### config.mk
export PLATFORM = sky130hd
export DESIGN_NAME = ball_motion_ctrl_flat
export DESIGN_NICKNAME = d
export VERILOG_FILES = /design/src/rtl/ball_motion_ctrl_pkg.sv /design/src/rtl/ball_motion_ctrl_if.sv /design/src/rtl/ball_motion_ctrl_tilt_rate_accum.sv /design/src/rtl/ball_motion_ctrl.sv /design/src/flat_wrapper.sv
export SDC_FILE = /design/constraint.sdc
export NUM_CORES = 1
export LEC_CHECK = 0
export ABC_AREA = 1
export BUFFER_PORTS_ARGS = -buffer_cell sky130_fd_sc_hd__buf_2
export CAP_MARGIN = 20
export CORE_UTILIZATION = 45
export DETAILED_ROUTE_END_ITERATION = 16
export PLACE_DENSITY = 0.7
export RECOVER_POWER = 25
export SYNTH_ARGS = -nofsm -noshare
export SYNTH_HDL_FRONTEND = slang
export SYNTH_HIERARCHICAL = 1
export SYNTH_SLANG_ARGS = --single-unit
### constraint.sdc
create_clock -name clk -period 3.5 [get_ports clk]
set_input_delay 0.175 -clock clk [delete_from_list [all_inputs] [get_ports clk]]
set_output_delay 0.175 -clock clk [all_outputs]
set_load 0.03 [all_outputs]
### src/rtl/ball_motion_ctrl_pkg.sv
// Shared types and helpers for the tilt-driven ball motion engine.
package ball_motion_ctrl_pkg;

  typedef enum logic [2:0] {
    IDLE,
    CHK_X,
    WAIT_X,
    CHK_Y,
    WAIT_Y,
    COMMIT
  } state_t;

  localparam logic DIR_POS = 1'b0;
  localparam logic DIR_NEG = 1'b1;

  // |tilt| limited to the largest positive value of a width-bit signed number
  function automatic int unsigned sat_abs(input int tilt, input int width);
    int unsigned lim;
    int unsigned m;
    lim = (32'd1 << (width - 1)) - 32'd1;
    m   = (tilt < 0) ? unsigned'(-tilt) : unsigned'(tilt);
    return (m > lim) ? lim : m;
  endfunction

endpackage

### src/rtl/ball_motion_ctrl_if.sv
// Map lookup handshake: candidate cell request and wall/ack response.
interface ball_motion_ctrl_if #(
  parameter int POS_W = 8
) ();
  logic             map_req;
  logic [POS_W-1:0] map_x;
  logic [POS_W-1:0] map_y;
  logic             map_ack;
  logic             map_blocked;

  modport master (output map_req, map_x, map_y, input map_ack, map_blocked);
  modport slave  (input map_req, map_x, map_y, output map_ack, map_blocked);
endinterface

### src/rtl/ball_motion_ctrl_tilt_rate_accum.sv
// One axis: tilt -> deadzoned magnitude -> phase accumulator -> pending step with latched direction.
module tilt_rate_accum
  import ball_motion_ctrl_pkg::*;
#(
  parameter int TILT_W   = 8,
  parameter int ACC_W    = 16,
  parameter int STEP_TOP = 40000,
  parameter int DEADZONE = 4
) (
  input  logic                     clk,
  input  logic                     reset,
  input  logic                     enable,
  input  logic                     clr,
  input  logic signed [TILT_W-1:0] tilt,
  output logic                     pend,
  output logic                     dir
);

  int unsigned       abs_v;
  logic [TILT_W-1:0] mag;
  logic [ACC_W-1:0]  acc;
  logic [ACC_W-1:0]  sum;
  logic              sgn;
  logic              last_sgn;

  always_comb begin
    abs_v = sat_abs(int'(tilt), TILT_W);
    mag   = (abs_v <= unsigned'(DEADZONE)) ? '0 : TILT_W'(abs_v);
    sum   = acc + ACC_W'(mag);
    sgn   = tilt[TILT_W-1];
  end

  always_ff @(posedge clk or negedge reset) begin
    if (!reset) begin
      acc      <= '0;
      pend     <= 1'b0;
      dir      <= DIR_POS;
      last_sgn <= DIR_POS;
    end else begin
      if (clr) begin
        pend <= 1'b0;
      end
      // A reversal or a centred stick discards residual phase so the ball never drifts
      if (enable && !pend) begin
        if (mag == '0) begin
          acc <= '0;
        end else if (sgn != last_sgn) begin
          acc      <= '0;
          last_sgn <= sgn;
        end else if (sum >= ACC_W'(STEP_TOP)) begin
          acc  <= sum - ACC_W'(STEP_TOP);
          pend <= 1'b1;
          dir  <= sgn;
        end else begin
          acc <= sum;
        end
      end
    end
  end

endmodule

### src/rtl/ball_motion_ctrl.sv
// Ball position engine: serves per-axis step requests (X before Y) through a map lookup,
// clamping to the field and committing the new cell the cycle after map_ack.
module ball_motion_ctrl
  import ball_motion_ctrl_pkg::*;
#(
  parameter int POS_W    = 8,
  parameter int TILT_W   = 8,
  parameter int ACC_W    = 16,
  parameter int STEP_TOP = 40000,
  parameter int DEADZONE = 4,
  parameter int X_MAX    = 15,
  parameter int Y_MAX    = 15,
  parameter int X_INIT   = 0,
  parameter int Y_INIT   = 0
) (
  input  logic                     clk,
  input  logic                     reset,
  input  logic                     enable,
  input  logic signed [TILT_W-1:0] tilt_x,
  input  logic signed [TILT_W-1:0] tilt_y,
  ball_motion_ctrl_if.master       map_if,
  output logic [POS_W-1:0]         x_out,
  output logic [POS_W-1:0]         y_out,
  output logic                     moved,
  output logic                     bump,
  output logic                     busy
);

  state_t           state, state_nxt;
  logic             pend_x, pend_y, dir_x, dir_y;
  logic             clr_x, clr_y, upd_x, upd_y, set_bump;
  logic             oob_x, oob_y;
  logic [POS_W-1:0] cand_x, cand_y;

  tilt_rate_accum #(
    .TILT_W(TILT_W), .ACC_W(ACC_W), .STEP_TOP(STEP_TOP), .DEADZONE(DEADZONE)
  ) u_acc_x (
    .clk(clk), .reset(reset), .enable(enable), .clr(clr_x),
    .tilt(tilt_x), .pend(pend_x), .dir(dir_x)
  );

  tilt_rate_accum #(
    .TILT_W(TILT_W), .ACC_W(ACC_W), .STEP_TOP(STEP_TOP), .DEADZONE(DEADZONE)
  ) u_acc_y (
    .clk(clk), .reset(reset), .enable(enable), .clr(clr_y),
    .tilt(tilt_y), .pend(pend_y), .dir(dir_y)
  );

  assign cand_x = (dir_x == DIR_NEG) ? x_out - POS_W'(1) : x_out + POS_W'(1);
  assign cand_y = (dir_y == DIR_NEG) ? y_out - POS_W'(1) : y_out + POS_W'(1);
  assign oob_x  = (dir_x == DIR_NEG) ? (x_out == '0) : (x_out >= POS_W'(X_MAX));
  assign oob_y  = (dir_y == DIR_NEG) ? (y_out == '0) : (y_out >= POS_W'(Y_MAX));

  always_comb begin
    state_nxt          = state;
    map_if.map_req     = 1'b0;
    map_if.map_x       = x_out;
    map_if.map_y       = y_out;
    clr_x              = 1'b0;
    clr_y              = 1'b0;
    upd_x              = 1'b0;
    upd_y              = 1'b0;
    set_bump           = 1'b0;
    case (state)
      IDLE: begin
        if (pend_x) begin
          state_nxt = CHK_X;
        end else if (pend_y) begin
          state_nxt = CHK_Y;
        end
      end
      CHK_X, WAIT_X: begin
        if (state == CHK_X && oob_x) begin
          set_bump  = 1'b1;
          clr_x     = 1'b1;
          state_nxt = pend_y ? CHK_Y : COMMIT;
        end else begin
          map_if.map_req = 1'b1;
          map_if.map_x   = cand_x;
          if (map_if.map_ack) begin
            clr_x     = 1'b1;
            set_bump  = map_if.map_blocked;
            upd_x     = !map_if.map_blocked;
            state_nxt = pend_y ? CHK_Y : COMMIT;
          end else begin
            state_nxt = WAIT_X;
          end
        end
      end
      // Y candidate is formed from the already-updated x_out, which lets the ball slide along walls
      CHK_Y, WAIT_Y: begin
        if (state == CHK_Y && oob_y) begin
          set_bump  = 1'b1;
          clr_y     = 1'b1;
          state_nxt = COMMIT;
        end else begin
          map_if.map_req = 1'b1;
          map_if.map_y   = cand_y;
          if (map_if.map_ack) begin
            clr_y     = 1'b1;
            set_bump  = map_if.map_blocked;
            upd_y     = !map_if.map_blocked;
            state_nxt = COMMIT;
          end else begin
            state_nxt = WAIT_Y;
          end
        end
      end
      COMMIT:  state_nxt = IDLE;
      default: state_nxt = IDLE;
    endcase
  end

  always_ff @(posedge clk or negedge reset) begin
    if (!reset) begin
      state <= IDLE;
      x_out <= POS_W'(X_INIT);
      y_out <= POS_W'(Y_INIT);
      moved <= 1'b0;
      bump  <= 1'b0;
    end else begin
      state <= state_nxt;
      moved <= upd_x | upd_y;
      bump  <= set_bump;
      if (upd_x) begin
        x_out <= cand_x;
      end
      if (upd_y) begin
        y_out <= cand_y;
      end
    end
  end

  assign busy = (state != IDLE);

endmodule

### src/flat_wrapper.sv
// flat-port wrapper written by rule: the top's interface ports become plain ports
module ball_motion_ctrl_flat import ball_motion_ctrl_pkg::*;
#(
  parameter int POS_W    = 8,
  parameter int TILT_W   = 8,
  parameter int ACC_W    = 16,
  parameter int STEP_TOP = 40000,
  parameter int DEADZONE = 4,
  parameter int X_MAX    = 15,
  parameter int Y_MAX    = 15,
  parameter int X_INIT   = 0,
  parameter int Y_INIT   = 0
)
  (clk, reset, enable, tilt_x, tilt_y, x_out, y_out, moved, bump, busy, map_if_map_req, map_if_map_x, map_if_map_y, map_if_map_ack, map_if_map_blocked);
  ball_motion_ctrl_if #(.POS_W(POS_W)) map_if_i ();
  input  logic clk;
  input  logic reset;
  input  logic enable;
  input  logic signed [TILT_W-1:0] tilt_x;
  input  logic signed [TILT_W-1:0] tilt_y;
  output logic [POS_W-1:0] x_out;
  output logic [POS_W-1:0] y_out;
  output logic moved;
  output logic bump;
  output logic busy;
  output wire logic [$bits(map_if_i.map_req)-1:0] map_if_map_req;
  output wire logic [$bits(map_if_i.map_x)-1:0] map_if_map_x;
  output wire logic [$bits(map_if_i.map_y)-1:0] map_if_map_y;
  input wire logic [$bits(map_if_i.map_ack)-1:0] map_if_map_ack;
  input wire logic [$bits(map_if_i.map_blocked)-1:0] map_if_map_blocked;
  assign map_if_map_req = map_if_i.map_req;
  assign map_if_map_x = map_if_i.map_x;
  assign map_if_map_y = map_if_i.map_y;
  assign map_if_i.map_ack = map_if_map_ack;
  assign map_if_i.map_blocked = map_if_map_blocked;
  ball_motion_ctrl #(.POS_W(POS_W), .TILT_W(TILT_W), .ACC_W(ACC_W), .STEP_TOP(STEP_TOP), .DEADZONE(DEADZONE), .X_MAX(X_MAX), .Y_MAX(Y_MAX), .X_INIT(X_INIT), .Y_INIT(Y_INIT)) u_core (.clk(clk), .reset(reset), .enable(enable), .tilt_x(tilt_x), .tilt_y(tilt_y), .map_if(map_if_i), .x_out(x_out), .y_out(y_out), .moved(moved), .bump(bump), .busy(busy));
endmodule
==> flow_summary.json <==
{
  "die-height_um": 117,
  "dr_wl_met2_um": 7130,
  "async_flop_share_pct": 100,
  "cts_root_buffer": "clkbuf_16",
  "numCtsBuffers": 9,
  "area_delta_synth_final_pct": 30.8,
  "critPathLaunchType": "primary input",
  "grtUsageTotal_pct": 22.4,
  "worstRegToRegCells": 21,
  "max_freq_mhz": 292,
  "synthesis.nets": 951,
  "finalCriticalPeriod_ps": 3420,
  "end_kind": "flop",
  "tightest_slew_ps": 2240,
  "maxSlewHeadroom_pct": -49.2,
  "dp.cells": 1186,
  "hold_viol_final": 0,
  "max_stage_delay_ps": 380,
  "routed_wl_um": 14700,
  "grt_antenna_before_repair": 0,
  "grt_pass1_vias": 5477,
  "dp_slack_ps": -427,
  "grt_pass1_wl_um": 24500,
  "top_layer": "met4",
  "switching_share_pct": 48.8,
  "drv_cap": 1,
  "setup_viol": 0,
  "initialDrtViolationCount": 381,
  "dp_hpwl_um": 11000,
  "synthesis.area_um2": 5920,
  "die_w_um": 117,
  "final_antenna_net_count": 0,
  "ys.flop_type": "dfrtp_1",
  "clkSinkCount": 59,
  "dpl-instance-area_um2": 7000,
  "clkTransAtPathRegs_ps": 50,
  "fin_nets": 1099,
  "tns_ps": 0,
  "first_pass_iters": 5,
  "synth_seq_area_share_pct": 24.9,
  "drt-vias-per-instance": 4.98,
  "power.share.clock_pct": 17.6,
  "synth.distinct_cells": 43,
  "fin_cells": 1217,
  "outcome": "complete, but fails checks",
  "whs_path_depth": 5,
  "critPathKind": "primary input to flop",
  "violations": "max-capacitance violations, max-slew violations",
  "tritoncts": "built",
  "clock_skew_ps": 11.2,
  "antennaDiodeCount": 0,
  "final_area_um2": 7740,
  "worstPathArrival_ps": 3640,
  "peakVddDrop_mv": 0.323,
  "final_common_cell": "nand2_1",
  "rows": 41,
  "io_pins": 57,
  "synth_cells": 892,
  "syn_avg_cell_area_um2": 6.63,
  "min_from": "map_if_map_blocked",
  "power.net_switching_mw": 2.74,
  "p_int_mw": 2.88,
  "synth-edff-count": 0,
  "cts_max_path_buffers": 2,
  "via_count": 6055,
  "slew_viol_final": 41,
  "gp_congestion": 0.891,
  "portBuffers": 56,
  "timing.rr.end": "u_core/u_acc_y/dir",
  "cts_hold_buf": 0,
  "drive_gt1_share_pct": 30.4,
  "fin_ws_ps": 78.1,
  "cp_max_fo": 6,
  "n_fill_cell": 1193,
  "power_leakage_nw": 4.33,
  "r2r-start": "u_core/u_acc_y/acc[3]",
  "ff2ff_setup_slack_ps": 590,
  "fp.dieArea_um2": 13600,
  "p_seq_share_pct": 19.4,
  "met3WireLength_um": 509,
  "yosys_warnings": 6,
  "avgRoutedWirePerCell_um": 12.1,
  "final_cell_mix": "nand2_1 (244), inv_1 (123), buf_4 (88), nand3_1 (72), dfrtp_1 (59)",
  "insertion_delay_ps": 330,
  "cp.required_ps": 3710,
  "route.detailed.drc": 0,
  "core_um2": 12700,
  "drt-met1-wl_um": 6890,
  "grt_overflow": 0,
  "min_to": "u_core/bump",
  "synth_seq_cells": 59,
  "slowest_stage": "fa_2",
  "hold_path.class": "primary input to flop",
  "pwr-share-comb_pct": 63.0,
  "crit_family": "simple AND/OR/NAND/NOR gates",
  "rsz0062_at_grt": "yes",
  "worst-path-buf-inv": 6,
  "grt_max_degree": 41,
  "start_util_pct": 46.5,
  "finalCritPeriodShare_pct": 97.8,
  "powerDensity_nw_per_um2": 725,
  "ctsHtreeMaxLevel": 3,
  "final_core_util_pct": 60.9,
  "cpMostUsedCell": "nand3_2"
}
==> power groups by stage <==
stage / sequential, mW / combinational (mW) / clock, mW
3_5_place_dp: 1.09 / 3.28 / 0
4_1_cts: 1.09 / 3.35 / 1.00
5_1_grt: 1.12 / 3.92 / 1.04
3_3_place_gp: 1.09 / 3.26 / 0
6_report: 1.09 / 3.54 / 0.988
2_1_floorplan: 1.22 / 2.13 / 0
==> worst max-delay path by stage <==
stage | slack [ps] | to | cells after the start | start
2_1_floorplan | 8 | u_core/u_acc_y/acc[14] | 32 | tilt_y[1]
3_3_place_gp | -430 | u_core/u_acc_y/dir | 34 | tilt_y[0]
3_5_place_dp | -430 | u_core/u_acc_y/dir | 34 | tilt_y[0]
4_1_cts | 10 | u_core/u_acc_x/dir | 33 | tilt_x[0]
5_1_grt | -200 | u_core/u_acc_x/acc[8] | 34 | tilt_x[1]
6_report | 80 | u_core/u_acc_x/dir | 34 | tilt_x[1]
==> metrics by stage <==
| step | hold WS, ps | total power [mW] |
|---|---|---|
| 2_1_floorplan | -121 | 3.35 |
| 3_3_place_gp | 378 | 4.35 |
| 3_5_place_dp | 376 | 4.37 |
| 4_1_cts | 19.6 | 5.44 |
| 5_1_grt | 279 | 6.09 |
| 6_report | 212 | 5.61 |
==> state kept, by name, summed over array words and instances (netlist names) <==
register                 cells
u_core/u_acc_x/acc          16
u_core/u_acc_y/acc          16
u_core/x_out                 8
u_core/y_out                 8
u_core/state                 3
u_core/bump                  1
u_core/moved                 1
u_core/u_acc_x/dir           1
u_core/u_acc_x/last_sgn      1
u_core/u_acc_x/pend          1
u_core/u_acc_y/dir           1
u_core/u_acc_y/last_sgn      1
u_core/u_acc_y/pend          1
==> worst register-to-register path: stages (launching register included) <==
cell	delay, ps
dfrtp_1	390
ha_1	420
nand2_2	100
nor2_1	190
nand2_2	80
nand2_2	90
xnor2_2	110
buf_4	150
ha_4	130
nand3_2	60
nor2_2	100
nand3_1	80
nor2_1	90
nand2_1	80
nand3_1	100
nand3_2	100
nand2_4	140
nand2_4	90
inv_4	90
nand2_4	60
nand2_2	70
o21ai_1	70
==> synthesized netlist by cell type (13+ instances only) <==
cell | count | area [um^2]
nand2_1 | 265 | 995
inv_1 | 135 | 507
nand3_1 | 88 | 440
dfrtp_1 | 59 | 1480
nor2_1 | 57 | 214
ha_1 | 34 | 425
a21oi_1 | 27 | 135
o21ai_1 | 25 | 125
nand4_1 | 23 | 144
o21ai_0 | 22 | 110
nand2_2 | 19 | 119
inv_2 | 14 | 52.6
nand3_2 | 14 | 140
xnor2_1 | 14 | 123
xor2_1 | 13 | 114
==> cell type report <==
type | instances | area (um^2) | area share [%]
multi-input cells | 673 | 4100 | 52.9
clock buffers | 12 | 256 | 3.31
well taps | 172 | 215 | 2.78
flip-flops and latches | 59 | 1480 | 19.1
clock inverters | 4 | 72.6 | 0.937
inverters | 149 | 582 | 7.51
repair buffers | 148 | 1040 | 13.4
==> metal layers <==
metal  vias to the layer above  track usage, %
met5                         -               0
met4                         0            7.59
met3                        19            3.37
met2                       131            38.3
met1                      2745            28.9
li1                       3160               -
==> logic make-up (layout without fill, tap and decap cells) <==
kind of cell | Yosys count | in the layout | synth area share [%]
AO/OA/AOI/OAI | 102 | 102 | 10.2
XOR/XNOR | 31 | 31 | 5.48
adder cells (fa/ha/maj) | 38 | 38 | 8.54
buffers and inverters | 160 | 313 | 11.1
flip-flops | 59 | 59 | 24.9
other | 2 | 2 | 0.127
AND/OR/NAND/NOR | 500 | 500 | 39.7
==> repair_timing <==
item / CTS / global route
pin swaps: 24 / 51
endpoints found under the hold margin: 0 / 0
gates cloned: 0 / 1
gates resized for setup: 13 / 64
setup endpoints to repair: 12 / 24
buffers inserted: 7 / 8
No activity file was read; power rests on OpenSTA's default activity.
